<file path="src/rtl/count_predict.sv">
// Next-value model of the observed up/down counter pair; swap overrides enable.
module count_predict #(
   parameter int WIDTH = 4
) (
   input  logic [WIDTH-1:0] up_i,
   input  logic [WIDTH-1:0] down_i,
   input  logic             en_i,
   input  logic             swap_i,
   output logic [WIDTH-1:0] up_o,
   output logic [WIDTH-1:0] down_o
);

   // Wrap-around is natural modulo-2^WIDTH arithmetic.
   always_comb begin
      up_o   = up_i;
      down_o = down_i;
      if (swap_i) begin
         up_o   = down_i;
         down_o = up_i;
      end else if (en_i) begin
         up_o   = up_i + WIDTH'(1'b1);
         down_o = down_i - WIDTH'(1'b1);
      end else begin
         up_o   = up_i;
         down_o = down_i;
      end
   end

endmodule

</file>
<file path="config.mk">
export PLATFORM = sky130hd
export DESIGN_NAME = count_predict
export DESIGN_NICKNAME = d
export VERILOG_FILES = /design/src/rtl/count_predict.sv
export SDC_FILE = /design/constraint.sdc
export NUM_CORES = 1
export LEC_CHECK = 0
export ABC_AREA = 1
export ABC_CLOCK_PERIOD_IN_PS = 1100
export CAP_MARGIN = 25
export CORE_AREA = 2 2 39 41
export DETAILED_ROUTE_END_ITERATION = 10
export DIE_AREA = 0 0 41 43
export GPL_TIMING_DRIVEN = 0
export PLACE_DENSITY = 0.6
export SYNTH_ARGS = -nofsm -noshare
export SYNTH_HDL_FRONTEND = slang
export SYNTH_SLANG_ARGS = --single-unit
</file>
<file path="constraint.sdc">
create_clock -name vclk -period 1.1
set_input_delay 0.22 -clock vclk [all_inputs]
set_output_delay 0.22 -clock vclk [all_outputs]
set_load 0.05 [all_outputs]
</file>
# ---- After elaboration in Yosys (flattened, before gate mapping)
# Index checks and enable logic that the tools add are counted.
dict set report op_classes {
  n_mux 4
  addsub 2
}
# operator n
set op_table {}
lappend op_table {{two-way mux 4 bit} 4}
lappend op_table {{adder 4 x 1 -> 4 bit, second input constant} 1}
lappend op_table {{subtractor 4 x 1 -> 4 bit, second input constant} 1}
dict set report totals {
  input_bits 10
  out_inout_bits 8
  register_bits 0
}

# ---- Depth between registers and ports, before layout
dict set report depth {
  word_depth 3
  depth_mapped 7
  mapped_depth_nobuf 6
}

# ---- Least setup slack after synthesis
# OpenSTA, ideal clock, no wires.
dict set report synth_timing {
  path_type {input -> output}
  startpoint {input port down_i[0]}
  endpoint {output port down_o[1]}
  stages 5
  arrival_time_ns 1.735
  slack_ns -0.855
  path_cell_list {inv_1 -> ha_1 -> nand2_1 -> o21ai_0 -> o21ai_0}
}
dict set report synth_via {
  elab_chain_len 3
}
# element line
set synth_rtl {}
lappend synth_rtl {{start, declared} 6} ;# input logic [WIDTH-1:0] down_i,
lappend synth_rtl {{subtractor 4 x 1 -> 4 bit} 22} ;# down_o = down_i - WIDTH'(1'b1);
lappend synth_rtl {{two-way mux 4 bit} 20} ;# end else if (en_i) begin
lappend synth_rtl {{two-way mux 4 bit} 17} ;# if (swap_i) begin
lappend synth_rtl {{end, declared} 10} ;# output logic [WIDTH-1:0] down_o
# No other way between the ends.

# ---- Worst setup path after layout
dict set report layout_timing {
  startpoint {input port down_i[0]}
  endpoint {output port down_o[2]}
}
# Same word-level chain as after synthesis.

==> impl_metrics.toml <==
[outcome]
run_status = "complete, but fails checks"
violations = "setup timing"

[worst_setup_path]
timing.critical_path.from_type = "input pin"
timing.setup.critical_path_class = "input pin to output pin"
timing.critical_path.fanout_max = 2
critical_path_cell_sequence = "buf_8 > inv_8 > ha_4 > nand2_4 > xor2_2 > o21ai_4 > buf_6"
required_ps = 880
crit_slowest_cell = "sky130_fd_sc_hd__buf_6"
critical-path-max-stage-delay_ps = 170
timing.critical_path.to_type = "output pin"
critical_path_arrival_ps = 990

[floorplan]
num_io_pins = 18
chipWidth_um = 41
chipHeight_um = 43
core.rowCount = 14
floorplan.initialDensity_pct = 17.9
placeableCoreArea_um2 = 1380
fp.dieArea_um2 = 1760

[timing]
hold_viol_final = 0
layout_min_cycle_time_ps = 1210
timing.fmax_mhz = 829
slew-limit-headroom_pct = 89.1
setup_viol_count_final = 7
final_min_period_over_clock_period_pct = 110
final.setup.worst_slack_ps = -107
unrepaired_setup_endpoints_after_global_routing = "yes"
timing_max_transition_violations_final = 0
worst_slew_pin_slew_ps = 163
timing.setup.tns_ps = -407

[synth]
synth-compound-area-share_pct = 22.2
synth.yosys.seq_area_share_pct = 0
synth_xor_xnor_area_share_pct = 7.07
synth_top_family_by_area = "simple AND/OR/NAND/NOR gates"
yosys.area_share.simple_pct = 43.9
cells_after_synthesis = 47
synth.area.mux_share_pct = 0
synthAdderAreaFrac_pct = 10.1
synthesis.area_um2 = 248
synth_nets = 59
synthesis.yosys.warnings = 0
synth.avg_cell_area_um2 = 5.27
netlist-cell-type-count = 16

[drt]
drc_errors = 0
drt_first_pass_iters = 4
route.detailed.vias_per_inst = 4.34
drt-initial-drc-count = 9
detail_route.wl_per_cell_um = 9.69
route.final.wire_length_um = 853
via_count = 382
drt.antenna.violating_nets = 0

[global_routing]
grt_pass1_vias = 314
grt_start_max_net_pins = 9
grt_remaining_overflow = 0
grt_usage_pct = 10.6
grt_antenna_before_repair = 0
first_pass_grt_wire_length_um = 1360

[placed_design]
gpl.final_weighted_congestion = 0.699
port_buffers = 17
place.detailed.hpwl_um = 624
detailedPlace.worstSlack_ps = -1380

[pwr]
power.ir.vdd_worst_mv = 0.246
pwr_density_cell_nw_per_um2 = 572
cellLeakagePower_nw = 0.302

[job]
cap_violations = 0

[cells_and_area]
layout.clock_buffers = 0
layout.sequential_cells = 0
register_area_um2 = 0
drive_gt1_share_pct = 63.9
layout.filler_cells = 137
insertedDiodeCount = 0
layout-area-overhead-vs-synth_pct = 163
layout.nets = 86
postLayoutCoreUtil_pct = 47.0

[worst_hold_path]
timing.hold.worst_path_depth = 4
min_path_type = "input pin to output pin"

[clock_network]
cts_hold_buf = 0
==> Yosys cell counts <==
| master | instances | area (um2) |
|---|---|---|
| sky130_fd_sc_hd__nand3_1 | 4 | 20.0 |
| sky130_fd_sc_hd__o21ai_0 | 5 | 25.0 |
| sky130_fd_sc_hd__o21bai_1 | 1 | 7.51 |
| sky130_fd_sc_hd__inv_1 | 5 | 18.8 |
| sky130_fd_sc_hd__buf_6 | 1 | 11.3 |
| sky130_fd_sc_hd__nor2_1 | 3 | 11.3 |
| sky130_fd_sc_hd__nand2_2 | 1 | 6.26 |
| sky130_fd_sc_hd__buf_2 | 1 | 5.00 |
| sky130_fd_sc_hd__nand2_1 | 16 | 60.1 |
| sky130_fd_sc_hd__a21oi_1 | 1 | 5.00 |
| sky130_fd_sc_hd__ha_1 | 2 | 25.0 |
| sky130_fd_sc_hd__o21ai_1 | 2 | 10.0 |
| sky130_fd_sc_hd__xor2_1 | 2 | 17.5 |
| sky130_fd_sc_hd__a22oi_1 | 1 | 7.51 |
| sky130_fd_sc_hd__nor2_4 | 1 | 11.3 |
| sky130_fd_sc_hd__inv_4 | 1 | 6.26 |
==> layout by cell type (no fill, tap or decap), types with 3 or more instances in the layout <==
cell	synthesis	final
sky130_fd_sc_hd__nand2_1	16	11
sky130_fd_sc_hd__buf_6	1	9
sky130_fd_sc_hd__buf_4	0	7
sky130_fd_sc_hd__buf_8	0	5
sky130_fd_sc_hd__nand2_2	1	4
sky130_fd_sc_hd__nand3_1	4	4
sky130_fd_sc_hd__o21ai_1	2	3
sky130_fd_sc_hd__buf_2	1	3
==> report_power, final <==
group / internal [mW] / leakage [nW] / switching (mW)
logic: 0.163 / 0.302 / 0.209
clock network: 0 / 0 / 0
registers: 0 / 0 / 0
==> worst max-delay path, delay by kind of cell <==
family | cells | cell delay [ps]
fa+ha+maj | 1 | 130
buf+inv | 3 | 320
compound gates | 1 | 120
xor+xnor | 1 | 150
simple gates | 1 | 40
==> metrics by stage <==
stage / area (um2) / std cells / hold slack, ps / power [mW]
6_report: 651 / 88 / 829 / 0.372
5_1_grt: 651 / 88 / 840 / 0.393
4_1_cts: 624 / 86 / 822 / 0.363
3_5_place_dp: 537 / 80 / 1420 / 0.317
3_3_place_gp: 537 / 80 / 1420 / 0.314
2_1_floorplan: 347 / 47 / 648 / 0.204
==> cell type report <==
type               instances  area, um2  share of cell area (%)
well taps                 16       20.0                    3.08
multi-input cells         39        303                    46.5
plain buffers              2       26.3                    4.04
inverters                  6       45.0                    6.92
repair buffers            25        256                    39.4
==> timing repair <==
item	CTS	global route
cloned	1	0
endpoints found under the hold margin	0	0
setup buffers	5	2
setup endpoints to repair	8	7
pin swaps	13	5
resized for setup	111	3
==> routing by layer <==
metal,share of wire [%],GRT usage [%],wire length [um],vias up
met5,0,0,0,-
met4,2.1,2.00,18,0
met3,4.2,0.524,36,2
met2,53,16.6,456,10
met1,40,15.5,342,168
li1,-,-,-,202
==> cell families (layout without fill, tap and decap cells) <==
group / Yosys count / after routing
AO/OA/AOI/OAI: 10 / 10
XOR/XNOR: 2 / 2
adder cells (fa/ha/maj): 2 / 2
buffers and inverters: 8 / 33
AND/OR/NAND/NOR: 25 / 25
==> path summary, 6_finish.rpt <==
check             startpoint   endpoint
setup / recovery   down_i[0]  down_o[2]
hold / removal       up_i[1]    up_o[1]
(Power assumes the default switching activity.)
